## config.mk

```make
export PLATFORM = sky130hd
export DESIGN_NAME = vga_timing_monitor_flat
export DESIGN_NICKNAME = d
export VERILOG_FILES = /design/src/rtl/vga_timing_monitor_if.sv /design/src/rtl/vga_timing_monitor.sv /design/src/flat_wrapper.sv
export SDC_FILE = /design/constraint.sdc
export NUM_CORES = 1
export LEC_CHECK = 0
export ABC_AREA = 0
export BUFFER_PORTS_ARGS = -buffer_cell sky130_fd_sc_hd__buf_2
export CAP_MARGIN = 25
export CELL_PAD_IN_SITES_DETAIL_PLACEMENT = 2
export CELL_PAD_IN_SITES_GLOBAL_PLACEMENT = 2
export CORE_MARGIN = 8
export CORE_UTILIZATION = 25
export CTS_CLUSTER_DIAMETER = 200
export CTS_CLUSTER_SIZE = 8
export DETAILED_ROUTE_END_ITERATION = 6
export GPL_TIMING_DRIVEN = 0
export PLACE_DENSITY = 0.57
export SLEW_MARGIN = 40
export SYNTH_ARGS = -nofsm -noshare
export SYNTH_HDL_FRONTEND = slang
export SYNTH_SLANG_ARGS = --single-unit
```

## constraint.sdc

```tcl
create_clock -name clk12 -period 3.25 [get_ports clk12]
set_input_delay 0.4875 -clock clk12 [delete_from_list [all_inputs] [get_ports clk12]]
set_output_delay 0.4875 -clock clk12 [all_outputs]
set_load 0.005 [all_outputs]
```

## src/rtl/vga_timing_monitor_if.sv

```systemverilog
// Bus between a VGA sync/colour source and the timing monitor.
// The master side drives sync and colour and observes the measurement results.
// The slave side (the monitor) receives the stream and publishes the results.
interface vga_timing_monitor_if;
    logic       hsync;
    logic       vsync;
    logic [1:0] red;
    logic [1:0] green;
    logic [1:0] blue;
    logic [9:0] h_total;
    logic [9:0] h_sync_w;
    logic [9:0] v_total;
    logic [9:0] v_sync_w;
    logic       meas_valid;
    logic       locked;
    logic       timing_err;
    logic [5:0] probe_color;
    logic       probe_valid;

    modport master (
        output hsync, vsync, red, green, blue,
        input  h_total, h_sync_w, v_total, v_sync_w,
        input  meas_valid, locked, timing_err, probe_color, probe_valid
    );

    modport slave (
        input  hsync, vsync, red, green, blue,
        output h_total, h_sync_w, v_total, v_sync_w,
        output meas_valid, locked, timing_err, probe_color, probe_valid
    );
endinterface

```

## src/rtl/vga_timing_monitor.sv

```systemverilog
// VGA timing monitor: measures line/frame timing of an incoming hsync/vsync
// stream, declares lock after several matching frames and samples the colour
// at one probe coordinate per frame.
module vga_timing_monitor #(
    parameter int EXP_HTOTAL  = 400,
    parameter int EXP_HSYNC   = 48,
    parameter int EXP_VTOTAL  = 525,
    parameter int EXP_VSYNC   = 2,
    parameter int LOCK_FRAMES = 3,
    parameter int PROBE_X     = 100,
    parameter int PROBE_Y     = 100
) (
    input  logic                 clk12,
    input  logic                 rst_n,
    vga_timing_monitor_if.slave  bus
);
    localparam logic [9:0] LP_HTOTAL  = 10'(EXP_HTOTAL);
    localparam logic [9:0] LP_HSYNC   = 10'(EXP_HSYNC);
    localparam logic [9:0] LP_VTOTAL  = 10'(EXP_VTOTAL);
    localparam logic [9:0] LP_VSYNC   = 10'(EXP_VSYNC);
    localparam logic [3:0] LP_LOCK    = 4'(LOCK_FRAMES);
    localparam logic [9:0] LP_PROBE_X = 10'(PROBE_X);
    localparam logic [9:0] LP_PROBE_Y = 10'(PROBE_Y);
    localparam logic [9:0] LP_MAX     = 10'h3FF;

    typedef enum logic [1:0] {ST_SEARCH, ST_MEASURE, ST_TRACK} state_t;

    state_t     r_state;
    state_t     w_state_next;

    logic       r_hs;
    logic       r_vs;
    logic [9:0] r_x;
    logic [9:0] r_line_period;
    logic [9:0] r_hs_low;
    logic [9:0] r_hsw_latch;
    logic [9:0] r_y;
    logic [9:0] r_vsl;
    logic       r_probe_done;
    logic [3:0] r_match_cnt;
    logic       r_locked;

    logic [9:0] r_h_total;
    logic [9:0] r_h_sync_w;
    logic [9:0] r_v_total;
    logic [9:0] r_v_sync_w;
    logic       r_meas_valid;
    logic       r_timing_err;
    logic [5:0] r_probe_color;
    logic       r_probe_valid;

    logic       w_hs_fall;
    logic       w_hs_rise;
    logic       w_vs_fall;
    logic [9:0] w_x_inc;
    logic [9:0] w_line_now;
    logic [9:0] w_hsw_now;
    logic [9:0] w_vtot_now;
    logic       w_timeout;
    logic       w_match;
    logic       w_probe_hit;
    logic       w_publish;
    logic       w_err;
    logic [3:0] w_match_next;
    logic       w_locked_next;
    logic [3:0] w_match_inc;

    assign w_hs_fall  = r_hs & ~bus.hsync;
    assign w_hs_rise  = ~r_hs & bus.hsync;
    assign w_vs_fall  = r_vs & ~bus.vsync;
    assign w_x_inc    = r_x + 10'd1;
    // A line ending in this very cycle (hsync fall coincident with vsync fall)
    // is the last complete line of the frame being published.
    assign w_line_now = w_hs_fall ? w_x_inc : r_line_period;
    assign w_hsw_now  = w_hs_rise ? r_hs_low : r_hsw_latch;
    // The hsync fall that coincides with vsync fall is not counted in y,
    // so the +1 accounts for that first line of the frame.
    assign w_vtot_now = r_y + 10'd1;
    assign w_timeout  = (r_x == LP_MAX);
    assign w_match    = (w_line_now == LP_HTOTAL) && (w_hsw_now == LP_HSYNC) &&
                        (w_vtot_now == LP_VTOTAL) && (r_vsl == LP_VSYNC);
    assign w_probe_hit = (r_y == LP_PROBE_Y) && (r_x == LP_PROBE_X) && !r_probe_done;
    assign w_match_inc = (r_match_cnt >= LP_LOCK) ? LP_LOCK : (r_match_cnt + 4'd1);

    // Sync edge history and horizontal/vertical measurement counters.
    always_ff @(posedge clk12 or negedge rst_n) begin
        if (!rst_n) begin
            r_hs          <= 1'b1;
            r_vs          <= 1'b1;
            r_x           <= '0;
            r_line_period <= '0;
            r_hs_low      <= '0;
            r_hsw_latch   <= '0;
            r_y           <= '0;
            r_vsl         <= '0;
        end else begin
            r_hs <= bus.hsync;
            r_vs <= bus.vsync;
            if (w_hs_fall) begin
                r_x           <= '0;
                r_line_period <= w_x_inc;
            end else if (r_x != LP_MAX) begin
                r_x <= w_x_inc;
            end
            if (w_hs_fall) begin
                r_hs_low <= 10'd1;
            end else if (!bus.hsync && r_hs_low != LP_MAX) begin
                r_hs_low <= r_hs_low + 10'd1;
            end
            if (w_hs_rise) begin
                r_hsw_latch <= r_hs_low;
            end
            // Frame clear wins over a coincident line count.
            if (w_vs_fall) begin
                r_y   <= '0;
                r_vsl <= '0;
            end else if (w_hs_fall) begin
                r_y <= r_y + 10'd1;
                if (!r_vs) begin
                    r_vsl <= r_vsl + 10'd1;
                end
            end
        end
    end

    // Colour probe: one sample per frame at the programmed coordinate.
    always_ff @(posedge clk12 or negedge rst_n) begin
        if (!rst_n) begin
            r_probe_done  <= 1'b0;
            r_probe_color <= '0;
            r_probe_valid <= 1'b0;
        end else begin
            r_probe_valid <= w_probe_hit;
            if (w_probe_hit) begin
                r_probe_color <= {bus.red, bus.green, bus.blue};
            end
            if (w_vs_fall) begin
                r_probe_done <= 1'b0;
            end else if (w_probe_hit) begin
                r_probe_done <= 1'b1;
            end
        end
    end

    // Next-state logic: frame sequencing, comparison and lock accounting.
    always_comb begin
        w_state_next  = r_state;
        w_match_next  = r_match_cnt;
        w_locked_next = r_locked;
        w_publish     = 1'b0;
        w_err         = 1'b0;
        case (r_state)
            ST_SEARCH: begin
                if (w_vs_fall) begin
                    w_state_next  = ST_MEASURE;
                    w_match_next  = '0;
                    w_locked_next = 1'b0;
                end
            end
            ST_MEASURE: begin
                if (w_timeout) begin
                    w_state_next  = ST_SEARCH;
                    w_match_next  = '0;
                    w_locked_next = 1'b0;
                    w_err         = 1'b1;
                end else if (w_vs_fall) begin
                    // First full frame: line data before it may be partial.
                    w_state_next = ST_TRACK;
                    w_publish    = 1'b1;
                end
            end
            ST_TRACK: begin
                if (w_timeout) begin
                    w_state_next  = ST_SEARCH;
                    w_match_next  = '0;
                    w_locked_next = 1'b0;
                    w_err         = 1'b1;
                end else if (w_vs_fall) begin
                    w_publish = 1'b1;
                    if (w_match) begin
                        w_match_next  = w_match_inc;
                        w_locked_next = (w_match_inc == LP_LOCK);
                    end else begin
                        w_match_next  = '0;
                        w_locked_next = 1'b0;
                        w_err         = 1'b1;
                    end
                end
            end
            default: begin
                w_state_next = ST_SEARCH;
            end
        endcase
    end

    // State register and registered result outputs.
    always_ff @(posedge clk12 or negedge rst_n) begin
        if (!rst_n) begin
            r_state      <= ST_SEARCH;
            r_match_cnt  <= '0;
            r_locked     <= 1'b0;
            r_meas_valid <= 1'b0;
            r_timing_err <= 1'b0;
            r_h_total    <= '0;
            r_h_sync_w   <= '0;
            r_v_total    <= '0;
            r_v_sync_w   <= '0;
        end else begin
            r_state      <= w_state_next;
            r_match_cnt  <= w_match_next;
            r_locked     <= w_locked_next;
            r_meas_valid <= w_publish;
            r_timing_err <= w_err;
            if (w_publish) begin
                r_h_total  <= w_line_now;
                r_h_sync_w <= w_hsw_now;
                r_v_total  <= w_vtot_now;
                r_v_sync_w <= r_vsl;
            end
        end
    end

    assign bus.h_total     = r_h_total;
    assign bus.h_sync_w    = r_h_sync_w;
    assign bus.v_total     = r_v_total;
    assign bus.v_sync_w    = r_v_sync_w;
    assign bus.meas_valid  = r_meas_valid;
    assign bus.locked      = r_locked;
    assign bus.timing_err  = r_timing_err;
    assign bus.probe_color = r_probe_color;
    assign bus.probe_valid = r_probe_valid;
endmodule

```

## src/flat_wrapper.sv

```systemverilog
// flat-port wrapper written by rule: the top's interface ports become plain ports
module vga_timing_monitor_flat 
#(
    parameter int EXP_HTOTAL  = 400,
    parameter int EXP_HSYNC   = 48,
    parameter int EXP_VTOTAL  = 525,
    parameter int EXP_VSYNC   = 2,
    parameter int LOCK_FRAMES = 3,
    parameter int PROBE_X     = 100,
    parameter int PROBE_Y     = 100
)
  (clk12, rst_n, bus_hsync, bus_vsync, bus_red, bus_green, bus_blue, bus_h_total, bus_h_sync_w, bus_v_total, bus_v_sync_w, bus_meas_valid, bus_locked, bus_timing_err, bus_probe_color, bus_probe_valid);
  vga_timing_monitor_if bus_i ();
  input  logic clk12;
  input  logic rst_n;
  input wire logic [$bits(bus_i.hsync)-1:0] bus_hsync;
  input wire logic [$bits(bus_i.vsync)-1:0] bus_vsync;
  input wire logic [$bits(bus_i.red)-1:0] bus_red;
  input wire logic [$bits(bus_i.green)-1:0] bus_green;
  input wire logic [$bits(bus_i.blue)-1:0] bus_blue;
  output wire logic [$bits(bus_i.h_total)-1:0] bus_h_total;
  output wire logic [$bits(bus_i.h_sync_w)-1:0] bus_h_sync_w;
  output wire logic [$bits(bus_i.v_total)-1:0] bus_v_total;
  output wire logic [$bits(bus_i.v_sync_w)-1:0] bus_v_sync_w;
  output wire logic [$bits(bus_i.meas_valid)-1:0] bus_meas_valid;
  output wire logic [$bits(bus_i.locked)-1:0] bus_locked;
  output wire logic [$bits(bus_i.timing_err)-1:0] bus_timing_err;
  output wire logic [$bits(bus_i.probe_color)-1:0] bus_probe_color;
  output wire logic [$bits(bus_i.probe_valid)-1:0] bus_probe_valid;
  assign bus_i.hsync = bus_hsync;
  assign bus_i.vsync = bus_vsync;
  assign bus_i.red = bus_red;
  assign bus_i.green = bus_green;
  assign bus_i.blue = bus_blue;
  assign bus_h_total = bus_i.h_total;
  assign bus_h_sync_w = bus_i.h_sync_w;
  assign bus_v_total = bus_i.v_total;
  assign bus_v_sync_w = bus_i.v_sync_w;
  assign bus_meas_valid = bus_i.meas_valid;
  assign bus_locked = bus_i.locked;
  assign bus_timing_err = bus_i.timing_err;
  assign bus_probe_color = bus_i.probe_color;
  assign bus_probe_valid = bus_i.probe_valid;
  vga_timing_monitor #(.EXP_HTOTAL(EXP_HTOTAL), .EXP_HSYNC(EXP_HSYNC), .EXP_VTOTAL(EXP_VTOTAL), .EXP_VSYNC(EXP_VSYNC), .LOCK_FRAMES(LOCK_FRAMES), .PROBE_X(PROBE_X), .PROBE_Y(PROBE_Y)) u_core (.clk12(clk12), .rst_n(rst_n), .bus(bus_i));
endmodule
```

==> impl_metrics.py <==
metrics = {
    "status": {
        "status": "finished, violations left",
        "violations": "negative hold slack",
    },
    "global_route": {
        "track_usage": 0.137,
        "antenna_found_initial": 0,
        "grt_pass1_wl_um": 29000,
        "grt_max_degree": 64,
        "grt_pass1_vias": 5220,
        "grt_overflow_total": 0,
    },
    "logic_synthesis": {
        "synth_top_family_by_area": "simple AND/OR/NAND/NOR gates",
        "synth_ff_type": "dfrtp_1",
        "synth_cell_types": 54,
        "synth_cells": 590,
        "synth.area.mux_share": 0.0272,
        "synth_compound_area_frac": 0.0808,
        "synthArstFlopShare": 1.00,
        "seq_area_frac_synth": 0.539,
        "synth_edf_count": 0,
        "synth-xor-area-share": 0.0476,
        "netlist_area_mm2": 0.00553,
        "syn_area_per_cell_um2": 9.36,
        "synth_nets": 612,
        "ys_ff_latch": 119,
        "ys_warn_count": 0,
        "synth-simple-area-share": 0.251,
        "yosys.area_share.adder": 0.0272,
    },
    "routing": {
        "drtPass1Iterations": 4,
        "drtAntennaViolNets": 0,
        "post_drt_wl_per_cell_um": 17.9,
        "viasPerCell": 4.73,
        "num_vias": 4550,
        "drc_errors": 0,
        "drt_iter0_drc": 175,
        "route.final.wire_length_um": 17200,
    },
    "floorplan": {
        "die_y_um": 165,
        "die_w_um": 165,
        "core_area_mm2": 0.0218,
        "initial_core_util": 0.254,
        "rows": 54,
        "ios": 60,
        "die_area_mm2": 0.0271,
    },
    "cts": {
        "insertion_delay_ns": 0.42,
        "cts_buffers": 17,
        "clockBufferDepth": 2,
        "cts_htree_levels": 4,
        "cts_root_buf": "clkbuf_16",
        "clk_pin_slew_ns": 0.06,
        "tritoncts": "done",
        "cts.sinks": 119,
        "post_cts_buffers": 0,
    },
    "timing": {
        "finClkSkew_ns": 0.00903,
        "max_freq_mhz": 341,
        "finalWorstSetupSlack_ns": 0.317,
        "setup_violations": 0,
        "tightest_slew_ns": 0.756,
        "rsz0062_at_grt": "no",
        "maxSlewHeadroom": 0.494,
        "holdWs_ns": -0.0199,
        "fin_crit_ns": 2.93,
        "hold_viol": 8,
        "post-route-period-util": 0.903,
        "final_max_slew_viol_count": 0,
    },
    "final_layout": {
        "drive_gt1_frac": 0.160,
        "post-route-cell-area_mm2": 0.00679,
        "area_delta_synth_final_pct": 22.8,
        "utilization": 0.312,
        "layout.nets": 691,
        "multi_input_area_mm2": 0.00240,
        "antenna_cells": 0,
        "register_area_mm2": 0.00298,
        "n_fill_cell": 2489,
    },
    "critical_path": {
        "crit_required_ns": 3.59,
        "path_buf_inv": 0,
        "crit_family": "simple AND/OR/NAND/NOR gates",
        "slowest_delay_ns": 0.55,
        "worst-setup-path-type": "reg2reg",
        "cpMaxStageDelayCell": "or4_1",
        "critPathArrivalTime_ns": 3.27,
        "path_cells": "or4_1 -> or4b_1 -> or4_1 -> nor4_1 -> nand4_1 -> o21ai_1",
        "reg2reg_from": "u_core.r_vsl[3]",
        "crit_path_end_kind": "flip-flop",
        "reg2regPathDepth": 6,
        "worstSetupStartpointType": "flip-flop",
        "cp_max_fo": 7,
        "worst-path-stages": 6,
        "critical_path.startpoint": "u_core.r_vsl[3]",
        "cpMostUsedCell": "or4_1",
    },
    "placement": {
        "place_area_mm2": 0.00621,
        "io_buffer_count": 59,
        "pre_cts_ws_ns": -0.00489,
        "dp_hpwl_um": 12700,
        "place_congestion": 0.736,
    },
    "power_and_ir_drop": {
        "finalPower_mw": 4.42,
        "p_per_area_mw_per_mm2": 651,
        "combPwrFrac": 0.168,
        "p_int_mw": 3.02,
        "ir_drop_mv": 0.323,
        "p_leak_nw": 3.27,
        "clockPowerShare": 0.416,
        "switchingPower_mw": 1.40,
        "sw_frac_of_total": 0.317,
        "seqPwrFrac": 0.415,
    },
    "min_path": {
        "min_path_type": "in2async",
    },
    "job": {
        "drv_cap": 0,
    },
}
[state kept, by name (all words and copies together), names as in the netlist]
signal	count
u_core.r_vs	1
u_core.bus.v_total	10
u_core.r_match_cnt	4
u_core.bus.probe_valid	1
u_core.r_vsl	10
u_core.r_y	10
u_core.r_hsw_latch	10
u_core.r_hs	1
u_core.r_line_period	10
u_core.r_probe_done	1
u_core.bus.v_sync_w	10
u_core.bus.locked	1
u_core.r_state	2
u_core.bus.meas_valid	1
u_core.r_hs_low	10
u_core.bus.h_sync_w	10
u_core.bus.h_total	10
u_core.bus.probe_color	6
u_core.bus.timing_err	1
u_core.r_x	10
[through the flow]
step	std cells	setup TNS [ns]
floorplan	590	0
global placement	929	-2.58
detailed placement	930	-0.00489
CTS	962	0
global route	962	0
finish	962	0
[area by class of cell]
cell class	instances	area share
tap	280	0.0516
multi-input combinational	432	0.354
timing repair buffer	60	0.0491
inverter	13	0.00719
clock buffer	17	0.0627
sequential	119	0.439
clock inverter	15	0.0210
buffer	26	0.0149
[routing by layer]
metal,vias up,global-route usage,wire (um)
met5,-,0,0
met4,0,0.0545,305
met3,16,0.0264,576
met2,69,0.215,7880
met1,2299,0.182,8480
li1,2166,-,-
[cells in the mapped netlist, types with 4 or more instances]
master      n  area share
nand3_1    16       0.014
mux2i_1     6       0.011
buf_1       4      0.0027
xor2_1     15       0.024
and3_1      7      0.0079
ha_1       12       0.027
nand2_1   172        0.12
a21oi_1    16       0.014
or4_1       5      0.0068
nand4_1    10       0.011
o21ai_1     4      0.0036
nand2b_1    6      0.0068
mux2_2      7       0.014
dfrtp_1   117        0.53
inv_1      12      0.0082
and4_1      5      0.0079
clkbuf_1   22       0.015
nor3_1      8      0.0072
nor4_1     10       0.011
nor2_1     39       0.026
o21ai_0    25       0.023
xnor2_1    15       0.024
a31oi_1     5      0.0057
and2_1      5      0.0057
[power groups by stage]
stage	Clock [mW]	Sequential (mW)	Combinational (mW)
after floorplan	0	1.83	0.418
after global placement	0	1.85	0.721
after detailed placement	0	1.86	0.765
after CTS	1.89	1.84	0.773
after global routing	1.96	1.87	0.861
final	1.84	1.83	0.743
[final timing paths]
path / end / slack (ns)
setup / recovery: u_core.bus.locked / 0.32
hold / removal: u_core.bus.probe_color[1] / -0.02
setup reg to reg: u_core.bus.locked / 0.32
hold reg to reg: u_core.bus.probe_valid / 0.45
max in group asynchronous: u_core.r_hs / 2.55
min in group clk12: u_core.r_vs / 0.19
[logic make-up (layout without fill, tap and decap cells)]
logic type | count (synthesis) | in the layout
compound gates | 74 | 74
buf+inv | 39 | 131
simple gates | 302 | 302
flops | 119 | 119
fa+ha+maj | 12 | 12
xor+xnor | 30 | 30
mux | 14 | 14
[repair_timing]
item	4_1_cts	5_1_grt
hold buffers	0	0
setup endpoints to repair	2	20
resized for setup	1	3
[placed cells by master, fill, tap and decap left out, drive strengths merged, types with 3 or more instances in the layout]
cell	n
a31oi	5
buf	63
xnor2	15
nor4	10
and3	8
nor3	8
mux2i	6
ha	12
inv	19
a21oi	16
nand2	172
nor4b	4
o31ai	3
and4	5
dfrtp	117
clkbuf	40
or4	5
clkinv	3
xor2	15
nor2b	3
a211oi	3
and2	5
nand4	10
nand3	16
clkinvlp	5
mux2	8
nor2	39
o21ai	29
nand2b	6
No activity file was read; power rests on OpenSTA's default activity.
